$ cat src/rtl/key_led_sequencer.sv
// Key-to-LED sequencer: synchronised, debounced keys pick one of four LED pattern modes and run/pause.
// Optional KEY_LED_STATUS_EN exposes {run, mode} on the status port.
module key_led_sequencer #(
  parameter int N_LEDS          = 10,
  parameter int DEBOUNCE_CYCLES = 16,
  parameter int STEP_DIV        = 4
) (
  input  logic              clk,
  input  logic              rst,
  input  logic [1:0]        key,
  output logic [N_LEDS-1:0] led
`ifdef KEY_LED_STATUS_EN
  ,
  output logic [2:0]        status
`endif
);

  // state    | meaning
  // COUNT    | led counts up in binary on each tick
  // ROT_L    | led rotates left on each tick
  // ROT_R    | led rotates right on each tick
  // PINGPONG | single bit bounces between LSB and MSB
  typedef enum logic [1:0] {
    COUNT    = 2'd0,
    ROT_L    = 2'd1,
    ROT_R    = 2'd2,
    PINGPONG = 2'd3
  } mode_t;

  localparam int CW = $clog2(DEBOUNCE_CYCLES + 1);
  localparam int PW = (STEP_DIV > 1) ? $clog2(STEP_DIV) : 1;
  localparam logic [N_LEDS-1:0] LED_ONE = N_LEDS'(1);
  localparam logic LEFT  = 1'b0;
  localparam logic RIGHT = 1'b1;

  logic [1:0]         sync1, sync2, deb, deb_d;
  logic [1:0][CW-1:0] cnt;
  logic [1:0]         press;

  mode_t             mode_q, mode_d;
  logic [N_LEDS-1:0] led_q, led_d;
  logic              dir_q, dir_d;
  logic              run_q, run_d;
  logic [PW-1:0]     presc_q, presc_d;
  logic              tick;

  always_ff @(posedge clk or posedge rst) begin
    if (rst) begin
      sync1 <= '0;
      sync2 <= '0;
      deb   <= '0;
      deb_d <= '0;
      cnt   <= '0;
    end else begin
      sync1 <= key;
      sync2 <= sync1;
      deb_d <= deb;
      for (int i = 0; i < 2; i++) begin
        if (sync2[i] == deb[i]) begin
          cnt[i] <= '0;
        end else if (cnt[i] == CW'(DEBOUNCE_CYCLES - 1)) begin
          // this edge is the DEBOUNCE_CYCLES-th disagreeing cycle
          cnt[i] <= '0;
          deb[i] <= ~deb[i];
        end else begin
          cnt[i] <= cnt[i] + CW'(1);
        end
      end
    end
  end

  assign press = deb & ~deb_d;

  always_ff @(posedge clk or posedge rst) begin
    if (rst) begin
      mode_q  <= COUNT;
      led_q   <= LED_ONE;
      dir_q   <= LEFT;
      run_q   <= 1'b0;
      presc_q <= '0;
    end else begin
      mode_q  <= mode_d;
      led_q   <= led_d;
      dir_q   <= dir_d;
      run_q   <= run_d;
      presc_q <= presc_d;
    end
  end

  always_comb begin
    mode_d = mode_q;
    if (press[0]) begin
      case (mode_q)
        COUNT:    mode_d = ROT_L;
        ROT_L:    mode_d = ROT_R;
        ROT_R:    mode_d = PINGPONG;
        default:  mode_d = COUNT;
      endcase
    end
  end

  assign tick = run_q && (presc_q == PW'(STEP_DIV - 1));

  always_comb begin
    led_d   = led_q;
    dir_d   = dir_q;
    presc_d = presc_q;
    run_d   = press[1] ? ~run_q : run_q;
    if (press[0]) begin
      led_d   = (mode_d == COUNT) ? '0 : LED_ONE;
      dir_d   = LEFT;
      presc_d = '0;
    end else if (run_q) begin
      presc_d = tick ? '0 : presc_q + PW'(1);
      if (tick) begin
        case (mode_q)
          COUNT: led_d = led_q + LED_ONE;
          ROT_L: led_d = {led_q[N_LEDS-2:0], led_q[N_LEDS-1]};
          ROT_R: led_d = {led_q[0], led_q[N_LEDS-1:1]};
          default: begin
            // bounce turns around on the same tick it hits an end
            if (dir_q == LEFT) begin
              if (led_q[N_LEDS-1]) begin
                dir_d = RIGHT;
                led_d = led_q >> 1;
              end else begin
                led_d = led_q << 1;
              end
            end else begin
              if (led_q[0]) begin
                dir_d = LEFT;
                led_d = led_q << 1;
              end else begin
                led_d = led_q >> 1;
              end
            end
          end
        endcase
      end
    end
  end

  assign led = led_q;

`ifdef KEY_LED_STATUS_EN
  assign status = {run_q, mode_q};
`endif

endmodule

$ cat config.mk
export PLATFORM = sky130hd
export DESIGN_NAME = key_led_sequencer
export DESIGN_NICKNAME = d
export VERILOG_FILES = /design/src/rtl/key_led_sequencer.sv
export SDC_FILE = /design/constraint.sdc
export NUM_CORES = 1
export LEC_CHECK = 0
export CAP_MARGIN = 20
export CORE_ASPECT_RATIO = 0.5
export CORE_UTILIZATION = 25
export CTS_CLUSTER_SIZE = 20
export DETAILED_ROUTE_END_ITERATION = 7
export DONT_BUFFER_PORTS = 1
export GPL_ROUTABILITY_DRIVEN = 0
export PLACE_DENSITY_LB_ADDON = 0.05
export SETUP_SLACK_MARGIN = 0.2
export SLEW_MARGIN = 15
export SYNTH_ARGS = -nofsm -noshare
export SYNTH_HDL_FRONTEND = slang
export SYNTH_SLANG_ARGS = --single-unit
$ cat constraint.sdc
create_clock -name clk -period 3.05 [get_ports clk]
set_clock_uncertainty 0.05 [all_clocks]
set_input_delay 0.4575 -clock clk [delete_from_list [all_inputs] [get_ports clk]]
set_output_delay 0.4575 -clock clk [all_outputs]
set_load 0.005 [all_outputs]
==> Yosys cells after proc, flatten, opt, wreduce, memory -nomap -nowiden <==
Cells that the tools add are included.
{ "totals": {"reg_bits": 34, "output_inout_bits": 10} }
{ "op_classes": {"addsub": 4, "n_eq_ne": 8, "n_mux": 24, "bitwise": 7, "reduce_logical": 10} }
{ "ops": {"columns": ["op", "n"], "rows": [
  ["two-way mux 10 bit", 6],
  ["case mux 10 bit (3 select lines)", 1],
  ["two-way mux 5 bit", 4],
  ["adder 10 x 1 -> 10 bit, second input constant", 1],
  ["adder 5 x 1 -> 5 bit, second input constant", 2],
  ["equality test 5 x 4 -> 1 bit, second input constant", 2],
  ["two-way mux 1 bit", 8],
  ["two-way mux 2 bit", 4],
  ["case mux 2 bit (3 select lines)", 1],
  ["AND reduction 2 bit", 3],
  ["NOT 1 bit", 5],
  ["equality test 2 bit, second input constant", 2],
  ["logical NOT 2 bit", 2],
  ["nonzero test 2 bit", 2],
  ["AND reduction 3 bit", 1],
  ["OR reduction 3 bit", 1],
  ["adder 2 x 1 -> 2 bit, second input constant", 1],
  ["bitwise AND 2 bit", 1],
  ["equality test 1 bit", 2],
  ["equality test 2 x 1 -> 1 bit, second input constant", 1],
  ["inequality test 2 x 1 -> 1 bit, second input constant", 1],
  ["NOT 2 bit", 1],
  ["logical AND 1 bit", 1]
]} }

==> Logic depth before layout (Yosys ltp) <==
Gate-level depths: netlist (run 1).
{ "depth": {"depth_word": 6, "mapped_depth": 7, "ltp_nobuf": 6} }

==> Worst setup path before layout (run 1) <==
No wires, ideal clock.
{ "synth_path": {"path_kind": "reg-to-reg", "startpoint": "register mode_q[1]", "endpoint": "register led_q[9], in the netlist led[9]", "setup_time_ps": 126, "arrival_time_ps": 1546, "required_time_ps": 2874, "setup_slack_ps": 1328, "path_stages_with_launch": 7, "path_buffers": 1, "cell_sequence": "dfrtp_1 > inv_1 > ha_1 > clkbuf_1 > a221o_1 > a31o_2 > a221o_1"} }
{ "synth_between": {"elab_chain_len": 5} }
{ "synth_rtl": {"columns": ["element", "line", "text"], "rows": [
  ["start: declaration", "40", "mode_t mode_q, mode_d;"],
  ["start signal: assignment", "82", "mode_q <= mode_d;"],
  ["equality test 2 bit, or another cell as far along", "116", "case (mode_q)"],
  ["case mux 10 bit (3 select lines) *", "116", null],
  ["two-way mux 10 bit *", "115", "if (tick) begin"],
  ["two-way mux 10 bit *", "113", "end else if (run_q) begin"],
  ["two-way mux 10 bit *", "109", "if (press[0]) begin"],
  ["end signal: assignment", "83", "led_q <= led_d;"],
  ["end: declaration", "41", "logic [N_LEDS-1:0] led_q, led_d;"]
]} }
Every way passes the cells marked *; elsewhere a longest branch is shown, timed or not. The select of a mux whose other input is x is not followed.
A chain may end at the register's enable or synchronous reset.

==> Final worst setup path (run 1) <==
{ "layout_path": {"startpoint": "register mode_q[0]", "endpoint": "register led_q[5], in the netlist led[5]"} }
The elaborated chain is that of the path after synthesis.

==> results of run 1 <==
==> metrics by stage <==
step                cell area [µm²]  util [%]
floorplan                      2021         -
global placement               2073     27.39
detailed placement             2073     27.39
CTS                            2272     30.02
global route                   2272     30.02
finish                         2272     30.02
==> metal layers <==
| layer | track usage (%) | wire length [µm] | vias up |
|---|---|---|---|
| met5 | 0 | 0 | - |
| met4 | 4.559 | 50 | 0 |
| met3 | 3.746 | 235 | 4 |
| met2 | 21.17 | 2179 | 35 |
| met1 | 18.92 | 2567 | 779 |
| li1 | - | - | 771 |
==> sequential cells by signal (all words and copies together), names as in the netlist <==
name     flops
presc_q      2
sync1        2
led         10
dir_q        1
mode_q       2
run_q        1
deb          2
sync2        2
deb_d        2
cnt         10
==> cell families after synthesis <==
group	share of synthesized area (%)
compound gates	21.42
simple gates	17.15
mux	2.105
fa+ha+maj	5.573
xor+xnor	4.334
buf+inv	7.245
flops	42.17
==> layout make-up <==
class                      count  area (µm²)
tap                          108       135.1
inverter                      11       41.29
sequential                    34       852.1
clock inverter                 2       60.06
fill                         789        5298
clock buffer                   6       138.9
multi-input combinational    151        1022
timing repair buffer           3       22.52
==> Yosys cell counts, types with 3 or more instances <==
| cell type | instances | area [µm²] |
|---|---|---|
| a221oi_1 | 6 | 52.55 |
| nand2_1 | 12 | 45.04 |
| clkbuf_1 | 6 | 22.52 |
| nand3_1 | 19 | 95.09 |
| buf_4 | 5 | 37.54 |
| nor2_1 | 15 | 56.30 |
| a221o_1 | 4 | 40.04 |
| nand2b_1 | 3 | 18.77 |
| xnor2_1 | 4 | 35.03 |
| and2_1 | 5 | 31.28 |
| ha_1 | 9 | 112.6 |
| a21oi_1 | 6 | 30.03 |
| a31oi_1 | 4 | 25.02 |
| xor2_1 | 6 | 52.55 |
| inv_1 | 11 | 41.29 |
| o21ai_0 | 14 | 70.07 |
| buf_2 | 6 | 30.03 |
| dfrtp_1 | 33 | 825.8 |
| a311oi_1 | 5 | 43.79 |
==> report_power, final <==
| group | switching (mW) | internal [mW] | total [mW] |
|---|---|---|---|
| Combinational | 0.0239 | 0.0151 | 0.0389 |
| Sequential | 0.0108 | 0.466 | 0.477 |
| Clock | 0.203 | 0.491 | 0.694 |
==> worst max-delay path, cell delays in order, from the launching register on <==
cell	delay (ns)
dfrtp_1	0.40
ha_1	0.53
a221oi_1	0.36
o41a_1	0.19
a311oi_1	0.05
a211o_2	0.35
==> worst min-delay path by stage <==
| stage | end | slack [ns] | cells after the start | startpoint |
|---|---|---|---|---|
| finish | sync1[0] | 0.12 | 2 | rst |
| global route | sync1[0] | 0.14 | 0 | key[0] |
| CTS | deb_d[0] | 0.14 | 2 | rst |
| detailed placement | sync2[0] | 0.29 | 0 | sync1[0] |
| global placement | sync2[1] | 0.28 | 0 | sync1[1] |
| floorplan | sync2[0] | 0.28 | 0 | sync1[0] |
==> flow_summary.ini, run 1 <==
[worst_setup_path]
cp-end-kind = flip-flop
worstSetupPathType = reg2reg
r2r_start = mode_q[0]
cp-endpoint = led[5]
startpoint = mode_q[0]
arrival_ns = 2.17
r2r_setup_slack_ns = 1.0
cp_data_required_time_ns = 3.17
r2r-end = led[5]
reg2reg_depth = 5
worst-path-max-fanout = 28
startpoint_type = flip-flop

[outcome]
status = completed

[cells_and_area]
nets = 219
finalNonFillerCells = 315
num_antenna_cells = 0
layout_common_cells = dfrtp_1 (33), nand3_1 (19), nor2_1 (15)
area_growth_pct = 12.45
layout_commonest_cell = dfrtp_1
drive_gt1_share_pct = 8.696

[cts]
cts.sink_count = 34
clk_path_buf_depth = 2
cts_tree = built
clk_pin_slew_ns = 0.06
cts-buffers-inserted = 5
cts_hold_buf = 0
cts-root-buf = clkbuf_16
cts_setup_buffers = 0
cts.htree.levels = 2
clk_latency_ns = 0.28
cts_resized = 0

[logic_synthesis]
synth_seq_cells = 34
synth-edff-count = 0
syn_area_um2 = 2021
ys_seq_area_share_pct = 42.17
ys.flop_type = dfrtp_1
ys_warn_count = 0
synth.distinct_cells = 51
syn_nets = 228
synth_async_sr_flop_share_pct = 100.0
syn-mean-instance-area_um2 = 9.399
syn_inst = 215

[floorplanning]
rows = 22
initial_core_util_pct = 26.69
die-area_um2 = 8468
core_area_um2 = 7570
io_pins = 14
die_y_um = 65.57
fp.dieW_um = 129.1

[pwr]
fin_total_pwr_mw = 1.210
p_leak_nw = 0.9574
ir_worst_vdd_v = 0.0002014
power_density_nw_per_um2 = 532.6

[sta]
holdWs_ns = 0.1214
slew-limit-headroom_pct = 36.55
period_share_pct = 67.23
slew_violations = 0
finalSetupViolations = 0
worst_pin_slew_ns = 0.9517
fin_crit_ns = 2.051
hold_viol = 0
setup-tns-final_ns = 0
rsz0062_at_grt = false
layout_setup_ws_ns = 0.9994
fmax_mhz = 487.7

[route]
ant_nets = 0
drc_errors = 0
viasPerCell = 5.044
drt_iter0_drc = 65
vias = 1589
wl_per_cell_um = 15.97
wl_mm = 5.032
firstDrtPassIters = 4

[global_route]
grt_overflow = 0
grtUsageTotal_pct = 13.89
first_global_vias = 1631
grt_pass1_wl_mm = 8.866
grt_max_degree = 35
grt_antenna_before_repair = 0

[place]
dp.cells = 307
place_ws_ns = 1.005
dp_hpwl_mm = 3.309
port-buffer-count = 0

[min_path]
hold_class = in2async

[job]
cap_violations = 0
Note: power is estimated with default switching activity, not from simulation.
==> inputs of run 2 (changes only) <==
==> constraint.sdc (replaced) <==
create_clock -name clk -period 2.1 [get_ports clk]
set_clock_uncertainty 0.05 [all_clocks]
set_input_delay 0.315 -clock clk [delete_from_list [all_inputs] [get_ports clk]]
set_output_delay 0.315 -clock clk [all_outputs]
set_load 0.005 [all_outputs]
==> flow_summary.ini, run 2 (synthesis gave the netlist of run 1 again) <==
[pwr]
power_density_nw_per_um2 = 690.2
fin_total_pwr_mw = 1.635
ir_worst_vdd_v = 0.0004366
p_leak_nw = 1.003

[min_path]
min-delay-start = sync1[1]
hold_path_end = sync2[1]
min_delay_path_depth = 0
hold_class = reg2reg

[route]
firstDrtPassIters = 4
drt_iter0_drc = 113
wl_mm = 5.299
ant_nets = 0
drc_errors = 0
vias = 1657
viasPerCell = 5.036
wl_per_cell_um = 16.11

[worst_setup_path]
startpoint_type = flip-flop
path_buf_inv = 1
cp_data_required_time_ns = 2.23
r2r-end = led[9]
critPathMaxStageDelay_ns = 0.38
crit_family = compound AO/OA/AOI/OAI gates
reg2reg_depth = 5
cp-end-kind = flip-flop
path_cells = inv_1 > ha_2 > a221o_1 > a31o_2 > a221o_1
r2r_setup_slack_ns = 0.29
crit_path_frequent_cell = a221o_1
r2r_start = mode_q[0]
worst-path-max-fanout = 12
crit_slowest_cell = dfrtp_1
arrival_ns = 1.93
worstSetupPathType = reg2reg

[cells_and_area]
drive_gt1_share_pct = 15.38
multiInputGateArea_um2 = 1037
nFillCells = 792
nets = 233
layout_common_cells = dfrtp_1 (33), nand3_1 (19), nor2_1 (15)
area_growth_pct = 17.21
layout_commonest_cell = dfrtp_1
num_antenna_cells = 0
regArea_um2 = 852.1

[global_route]
grt_overflow = 0
grt_max_degree = 35
grt_antenna_before_repair = 0
grt_pass1_wl_mm = 8.887
top_usage_layer = met2
met2_usage_pct = 21.10
grtUsageTotal_pct = 14.11
use_met3_pct = 3.827
grt_use_met1_pct = 19.53
first_global_vias = 1655

[sta]
slew-limit-headroom_pct = 65.93
rsz0062_at_grt = false
slew_violations = 0
finalSetupViolations = 0
layout_setup_ws_ns = 0.2934
fmax_mhz = 553.5
hold_viol = 0
fin_crit_ns = 1.807
worst_pin_slew_ns = 0.5092
setup-tns-final_ns = 0
period_share_pct = 86.03

[floorplanning]
die_y_um = 65.57
die-area_um2 = 8468
fp.dieW_um = 129.1
rows = 22
initial_core_util_pct = 26.69
io_pins = 14
core_area_um2 = 7570

[cts]
cts-root-buf = clkbuf_16
clk_pin_slew_ns = 0.07
cts-buffers-inserted = 5
cts.htree.levels = 2
clk_latency_ns = 0.29
cts_tree = built
clk_path_buf_depth = 2
cts.sink_count = 34

[place]
place_ws_ns = 0.2152
dp_hpwl_mm = 3.631
port-buffer-count = 0

[job]
cap_violations = 0

[outcome]
status = completed
-- run 2: cell types whose count changed in the layout (fill, tap and decap cells not counted), sizes merged --
| cell | before | now |
|---|---|---|
| buf | 3 | 13 |
| dlygate4sd3 | 0 | 3 |
| clkinvlp | 0 | 2 |
| bufinv | 2 | 1 |
-- run 2: stage by stage --
| step | hold slack, ns | instances | utilization [%] | area [µm²] |
|---|---|---|---|---|
| global placement | 0.2830 | 317 | 28.38 | 2148 |
| detailed placement | 0.2873 | 317 | 28.38 | 2148 |
| CTS | 0.002567 | 326 | 30.79 | 2331 |
| global route | 0.3135 | 329 | 31.29 | 2369 |
| floorplan | 0.2812 | 215 | - | 2021 |
| finish | 0.2978 | 329 | 31.29 | 2369 |
-- run 2: final cells by class --
cell class              count  area share [%]
multi-input cells         151           43.79
inverters                  11           1.743
flip-flops and latches     34           35.97
clock buffers               5           5.283
repair buffers             17           5.600
well taps                 108           5.705
clock inverters             3           1.902
-- run 2: repair_timing --
item / 4_1_cts / 5_1_grt
hold endpoints to repair: 18 / 2
endpoints found under the setup margin: 1 / 9
hold buffers: 1 / 2
pin swaps: 0 / 0
buffers inserted: 0 / 1
resized for setup: 1 / 4
-- run 2: routing by layer --
layer	routed length, µm	vias up
met5	0	-
met4	65	0
met3	300	8
met2	2247	42
met1	2686	806
li1	-	801
-- run 2: where the power goes --
group	internal, mW	switching, mW
logic	0.0269	0.0361
clock network	0.560	0.319
registers	0.677	0.0154
total	1.26	0.370
-- run 2: worst max path at each step --
stage,start,to,cells past startpoint
after global placement,mode_q[0],led[5],5
after CTS,mode_q[0],led[5],5
final,mode_q[0],led[9],5
after floorplan,mode_q[1],led[9],6
after detailed placement,mode_q[0],led[9],5
after global routing,mode_q[0],led[5],6
==> inputs of run 3 (changes only) <==
--- a/config.mk
+++ b/config.mk
@@ -5,7 +5,6 @@
 export SDC_FILE = /design/constraint.sdc
 export NUM_CORES = 1
 export LEC_CHECK = 0
-export CAP_MARGIN = 20
 export CORE_ASPECT_RATIO = 0.5
 export CORE_UTILIZATION = 25
 export CTS_CLUSTER_SIZE = 20
==> results of run 3 <==
Final layout, timing and power as in run 2 (identical DEF).
